[src/rtl/seq_chunk_adder.sv]
// Multi-cycle WIDTH-bit adder/subtractor: one CHUNK-bit slice reused over
// WIDTH/CHUNK cycles with a registered inter-chunk carry, valid/ready on both sides.
module seq_chunk_adder #(
   parameter int unsigned WIDTH = 32,
   parameter int unsigned CHUNK = 8
) (
   input  logic             clk,
   input  logic             rst,
   input  logic             in_valid,
   output logic             in_ready,
   input  logic [WIDTH-1:0] a,
   input  logic [WIDTH-1:0] b,
   input  logic             sub,
   input  logic             b_en,
   input  logic             cin,
   output logic             out_valid,
   input  logic             out_ready,
   output logic [WIDTH-1:0] sum,
   output logic             cout,
   output logic             ovf
);

   localparam int unsigned STEPS  = WIDTH / CHUNK;
   localparam int unsigned STEP_W = (STEPS > 1) ? $clog2(STEPS) : 1;
   localparam int unsigned CW1    = CHUNK + 1;

   typedef enum logic [1:0] {
      IDLE = 2'd0,
      RUN  = 2'd1,
      DONE = 2'd2
   } state_t;

   state_t                        state;
   state_t                        state_next;
   logic [STEP_W-1:0]             step;
   logic                          carry;
   logic [STEPS-1:0][CHUNK-1:0]   a_q;
   logic [STEPS-1:0][CHUNK-1:0]   b_q;
   logic [STEPS-1:0][CHUNK-1:0]   sum_q;
   logic [WIDTH-1:0]              b_gated;
   logic [CHUNK:0]                chunk_res;
   logic                          msb_cin;
   logic                          last_step;

   assign sum       = sum_q;
   assign b_gated   = b_en ? b : '0;
   assign last_step = (step == STEP_W'(STEPS - 1));

   // Shared slice: current chunk of A, B' and the running carry.
   assign chunk_res = {1'b0, a_q[step]} + {1'b0, b_q[step]} + CW1'(carry);
   // Carry into the slice MSB recovered from its sum bit.
   assign msb_cin   = a_q[step][CHUNK-1] ^ b_q[step][CHUNK-1] ^ chunk_res[CHUNK-1];

   always_ff @(posedge clk) begin
      if (rst) begin
         state <= IDLE;
      end else begin
         state <= state_next;
      end
   end

   always_comb begin
      state_next = state;
      in_ready   = 1'b0;
      out_valid  = 1'b0;
      case (state)
         IDLE: begin
            in_ready = ~rst;
            if (in_valid) begin
               state_next = RUN;
            end
         end
         RUN: begin
            if (last_step) begin
               state_next = DONE;
            end
         end
         DONE: begin
            out_valid = 1'b1;
            if (out_ready) begin
               state_next = IDLE;
            end
         end
         default: state_next = IDLE;
      endcase
   end

   // Operand capture on accept, one chunk per cycle while running.
   always_ff @(posedge clk) begin
      if (rst) begin
         step  <= '0;
         carry <= 1'b0;
         sum_q <= '0;
         cout  <= 1'b0;
         ovf   <= 1'b0;
      end else if (state == IDLE && in_valid) begin
         a_q   <= a;
         b_q   <= sub ? ~b_gated : b_gated;
         carry <= sub ? 1'b1 : cin;
         step  <= '0;
      end else if (state == RUN) begin
         sum_q[step] <= chunk_res[CHUNK-1:0];
         carry       <= chunk_res[CHUNK];
         if (last_step) begin
            cout <= chunk_res[CHUNK];
            ovf  <= msb_cin ^ chunk_res[CHUNK];
         end else begin
            step <= step + STEP_W'(1);
         end
      end
   end

endmodule
[config.mk]
export PLATFORM = sky130hd
export DESIGN_NAME = seq_chunk_adder
export DESIGN_NICKNAME = d
export VERILOG_FILES = /design/src/rtl/seq_chunk_adder.sv
export SDC_FILE = /design/constraint.sdc
export NUM_CORES = 1
export LEC_CHECK = 0
export CAP_MARGIN = 20
export CORE_ASPECT_RATIO = 0.75
export CORE_MARGIN = 3
export CORE_UTILIZATION = 38
export CTS_BUF_LIST = sky130_fd_sc_hd__clkbuf_8
export CTS_CLUSTER_DIAMETER = 200
export DETAILED_ROUTE_END_ITERATION = 10
export SYNTH_ARGS = -nofsm -noshare
export SYNTH_HDL_FRONTEND = slang
export SYNTH_SLANG_ARGS = --single-unit
[constraint.sdc]
create_clock -name clk -period 3.5 [get_ports clk]
set_clock_uncertainty 0.05 [all_clocks]
set_input_delay 0.35 -clock clk [delete_from_list [all_inputs] [get_ports clk]]
set_output_delay 0.35 -clock clk [all_outputs]
set_load 0.05 [all_outputs]
**Word-level counts from Yosys, hierarchy flattened**

Cells that the tools add are included.

- Bits in registers: 103
- Input bits: 71
- Output and inout port bits: 36
- Word-level logic and storage cells: 63

- $add $sub $neg: 3
- Order comparisons: 2
- Equality and inequality tests: 6
- Muxes and demuxes: 18
- Bitwise operators: 7
- Reduce and logical (&&, ||, !) cells: 10

Operators with widths:

| operator | number |
|---|---|
| 32-bit 2-to-1 mux | 2 |
| 8-bit binary-select mux with 2-bit select | 2 |
| 32-bit bitwise mux | 1 |
| 32-bit inverter | 1 |
| 8-bit 2-to-1 mux | 3 |
| 8-bit demux with 2-bit select | 1 |
| 8-bit by 8-bit adder with 9-bit output | 1 |
| 9-bit by 1-bit adder with 9-bit output | 1 |
| 2-bit 2-to-1 mux | 3 |
| 2-bit inequality test (second input constant) | 3 |
| 2-bit one-hot mux with 3 select lines | 1 |
| 2-bit AND reduction | 3 |
| 3-bit AND reduction | 2 |
| 1-bit 2-to-1 mux | 5 |
| 2-bit == test (second input constant) | 2 |
| 2-bit by 3-bit less-than comparator with 1-bit output (second input constant) | 1 |
| 1-bit inverter | 3 |
| 1-bit XOR | 3 |
| 2-bit by 1-bit adder with 2-bit output (second input constant) | 1 |
| 2-bit by 1-bit == test with 1-bit output (second input constant) | 1 |
| 2-bit by 1-bit >= comparator with 1-bit output (second input constant) | 1 |
| 1-bit logical AND | 2 |
| 2-bit zero test | 1 |
| 2-bit nonzero test | 1 |
| 2-bit OR reduction | 1 |

**Longest topological paths before layout**

- Depth in word-level cells: 6
- Gate-level depth with buffers: 9
- Mapped depth without buffers: 8

**Worst setup path before layout**

OpenSTA, ideal clock, no wires.

- Path kind: input-to-reg
- Start point: input port rst
- End point: register a_q[0] in the netlist's numbering, enable pin
- Setup time: 0.428 ns
- Data arrival time: 3.270 ns
- Required time: 3.022 ns
- Slack: -0.248 ns
- Stages: 3
- Path buffers: 1
- Path through: clkbuf_1 nor3_1 and2_1

- Longest elaborated chain between the ends: 2

Ends and longest elaborated chain:

| element | line | source |
|---|---|---|
| from (decl) | 8 | `input logic rst,` |
| 1-bit inverter (no line) | n/a |  |
| 2-bit AND reduction (no line) | n/a |  |
| to (signal assigned) | 97 | `a_q <= a;` |
| to (decl) | 37 | `logic [STEPS-1:0][CHUNK-1:0] a_q;` |

No other way between the ends.
A chain may end at the register's enable or synchronous reset.

**Final worst setup path**

- Start point: register step[0]
- End point: register sum_q, in the netlist sum[14]

- Longest elaborated chain between the ends: 5
- Elaborated cells on any way between the ends: 12
- Those cells by class: add/sub: 2; order compare: 2; mux: 7; reduce/logical: 1

Ends and longest elaborated chain:

| element | line | source |
|---|---|---|
| from (decl) | 35 | `logic [STEP_W-1:0] step;` |
| from (signal assigned) | 108 | `step <= step + STEP_W'(1);` |
| 8-bit binary-select mux with 2-bit select (tied with other cells) | 50 | `assign chunk_res = {1'b0, a_q[step]} + {1'b0, b_q[step]} + CW1'(carry);` |
| 8-bit 2-to-1 mux (implied by the code) / 1-bit logical AND (equally long branches) | 50, 102 |  |
| 8-bit by 8-bit adder with 9-bit output / 8-bit 2-to-1 mux (equally long branches) | 50, 102 |  |
| 9-bit by 1-bit adder with 9-bit output / 8-bit demux with 2-bit select (equally long branches) | 50, 102 |  |
| 32-bit bitwise mux (*) | 102 | `sum_q[step] <= chunk_res[CHUNK-1:0];` |
| to (signal, indexed assignment) | 102 |  |
| to (decl) | 39 | `logic [STEPS-1:0][CHUNK-1:0] sum_q;` |

Every way passes the cells marked *; elsewhere a longest branch is shown, timed or not. The select of a mux whose other input is x is not followed.

==> results.txt <==
----------------------------------------------------
[Run status]
  Outcome ... finished clean

[Floorplanning]
  Core Region ... 11700 um^2
  Width of the die ... 132.9 um
  Total Die Area ... 13450 um^2
  Boundary pin count ... 107
  Die height ... 101.2 um
  Initial Util ... 0.3924
  Core Rows ... 34

[CTS]
  Insertion delay of the later-clocked pin in the worst-skew pair ... 370 ps
  Clock tree root buffer cell ... clkbuf_8
  Number of hold buffers added after CTS ... 0
  Clock tree from TritonCTS ... yes
  Setup repair bufs after CTS ... 0
  Clock-pin transition on the worst setup and hold timing paths ... 100 ps
  H-tree depth ... 3
  Sink count of the clock tree ... 103
  Number of gates resized after cts ... 0
  CTS Buffer Depth ... 2
  Inserted Clock Buffers ... 9

[Synth]
  Post-synth top cells ... 77 x nand2_1, 64 x edfxtp_1, 39 x dfxtp_1
  Cell accounting for the most synthesized area ... edfxtp_1
  Number of enable-type register cells in the synthesized netlist ... 64
  Area share of the largest cell type after synthesis ... 0.4186
  Dominant synthesized flop cell ... edfxtp_1
  Count of state elements after synthesis ... 103
  Mapped Nets ... 463
  Post-Syn Area per Cell ... 12.11 um^2
  Number of standard cells after synthesis ... 379
  Number of warning messages in the yosys log ... 0
  Seq/Total Area, Yosys ... 0.5887
  Synth top area cells ... edfxtp_1 42%, dfxtp_1 17%, mux4_2 7.8%
  Most instantiated library cell after synthesis ... nand2_1
  Mapped cell area ... 4591 um^2
  Async set-or-reset flop fraction in the synthesized netlist ... 0
  Synth unique cells ... 33

[Detailed routing]
  Detailed Routing Iterations Pass 1 ... 4
  Post-DR wirelength/cell ... 15.43 um
  DRT antenna net count ... 0
  Via-per-instance ratio ... 4.733
  Via Count ... 3053
  Iteration-0 DRC count of the detailed router ... 166
  Wirelength, routed ... 9953 um
  # DRC ... 0

[STA]
  RSZ-0062 raised after global routing ... false
  Number of pins exceeding their max-slew limit in the final report ... 0
  Max frequency ... 327.8 MHz
  Final critical delay including setup and external delays ... 3051 ps
  Final TNS setup ... 0 ps
  Share of the cycle needed by the critical path after routing ... 0.8717
  Final setup violation count ... 0
  Number of failing hold endpoints at the final stage ... 0
  Worst rel slew slack ... 0.3325
  Actual transition at the worst max-transition pin ... 998.1 ps

[Global routing]
  Gr ovfl total ... 0
  Wire length of the first global-routing pass ... 16350 um
  Maximum number of pins on one net before global-route repair ... 65
  Initial antenna violation count ... 0
  Global routing usage summed across all routing layers ... 0.1544
  Vias in the first global route ... 3099

[Final layout]
  Area delta synth->final ... 30.44%
  Final design instance area without fill ... 5988 um^2
  Layout net count ... 562
  Antenna Cells ... 0
  Fraction of final layout cells sized beyond drive strength 1 ... 0.08075

[Setup path]
  Setup CP Type ... register to register
  Reg2Reg Setup Slack ... 450 ps
  Kind of launch point of the worst setup path ... register
  Critical path endpoint category ... register
  WP data arrival ... 3290 ps
  Critical-path maximum fanout ... 13
  Required time reported for the critical path endpoint ... 3730 ps

[Flow run]
  Number of maximum-capacitance violations ... 0

[Power and ir drop]
  P per Cell Area ... 438.4 nW/um^2
  Maximum VDD drop ... 0.2392 mV
  Static Leak ... 1.967 nW

[Place]
  Gpl congestion ... 0.7927
  Half-perimeter wire length of the detailed placement result ... 7528 um
  Port Buffers ... 106
  Placed cell area ... 5786 um^2

[Hold path]
  Class of the tightest hold or removal check ... register to register

----------------------------------------------------
-- kinds of logic after synthesis --
logic type,after synthesis,synth area share
AND/OR/NAND/NOR,129,0.1243
flip-flops,103,0.5887
AO/OA/AOI/OAI,54,0.06977
XOR/XNOR,38,0.07250
buffers and inverters,25,0.02535
multiplexers,17,0.08068
adder cells (fa/ha/maj),13,0.03870
-- metrics by stage --
stage	worst slack [ps]	hold WS, ps	utilization	total power [mW]	instances
CTS	398.5	414.5	0.5119	2.656	645
global route	117.8	444.8	0.5119	2.752	645
global placement	520.9	395.7	0.4945	1.885	629
detailed placement	417.4	400.2	0.4945	1.894	629
finish	449.0	411.8	0.5119	2.625	645
floorplan	394.8	398.9	-	1.704	379
-- worst max-delay path, cell delays in order (launching register included) --
cell and delay (ps):
dfxtp_1 590, buf_4 340, mux4_2 540, ha_1 360
nand3_1 120, and2_1 180, o21ai_1 490, nand3_1 150
o211ai_1 140
-- state kept, by name (all words and copies together) (netlist names) --
signal,cells
sum,32
a_q,32
b_q,32
step,2
ovf,1
carry,1
state,2
cout,1
-- power breakdown --
| group | switching, mW | internal (mW) |
|---|---|---|
| Sequential | 0.0262 | 1.35 |
| Clock | 0.423 | 0.340 |
| Combinational | 0.268 | 0.218 |
-- path summary, 6_finish.rpt --
check	startpoint	cells past startpoint	to
worst max register to register	step[0]$_SDFFE_PP0P_	8	sum[14]$_SDFFE_PP0P_
worst min-delay path	sum[29]$_SDFFE_PP0P_	2	sum[29]$_SDFFE_PP0P_
worst min register to register	sum[29]$_SDFFE_PP0P_	2	sum[29]$_SDFFE_PP0P_
worst max-delay path	step[0]$_SDFFE_PP0P_	8	sum[14]$_SDFFE_PP0P_
-- cells in the final DEF, fill, tap and decap left out, types with 2 or more instances in the layout --
cell / synthesis / layout
o21ai_0: 5 / 5
mux4_2: 16 / 16
a211oi_1: 11 / 11
and2_1: 7 / 6
dfxtp_1: 39 / 39
o211ai_1: 6 / 6
nand3b_1: 9 / 9
fa_1: 2 / 2
clkdlybuf4s50_1: 0 / 104
nand2_1: 77 / 77
a21o_1: 2 / 2
buf_4: 1 / 4
xnor2_1: 36 / 36
inv_1: 3 / 3
a21oi_1: 28 / 28
nand3_1: 6 / 6
xor2_1: 2 / 2
inv_6: 0 / 2
ha_1: 11 / 11
clkbuf_8: 0 / 9
edfxtp_1: 64 / 64
nor3_1: 3 / 3
nor2_1: 20 / 20
-- layout make-up --
| cell class | instances | area (um^2) |
|---|---|---|
| Fill cell | 1018 | 5710 |
| Sequential cell | 103 | 2703 |
| Multi-Input combinational cell | 251 | 1773 |
| Timing Repair Buffer | 110 | 1096 |
| Tap cell | 162 | 202.7 |
| Clock buffer | 9 | 123.9 |
| Clock inverter | 7 | 78.83 |
| Inverter | 3 | 11.26 |
-- metal layers --
layer | global-route usage | share of wire | vias up
met2 | 0.2215 | 0.42 | 98
met1 | 0.2330 | 0.51 | 1409
met3 | 0.04022 | 0.060 | 9
met4 | 0.04073 | 0.010 | 0
li1 | - | - | 1537
met5 | 0 | 0 | -
(Power assumes the default switching activity.)
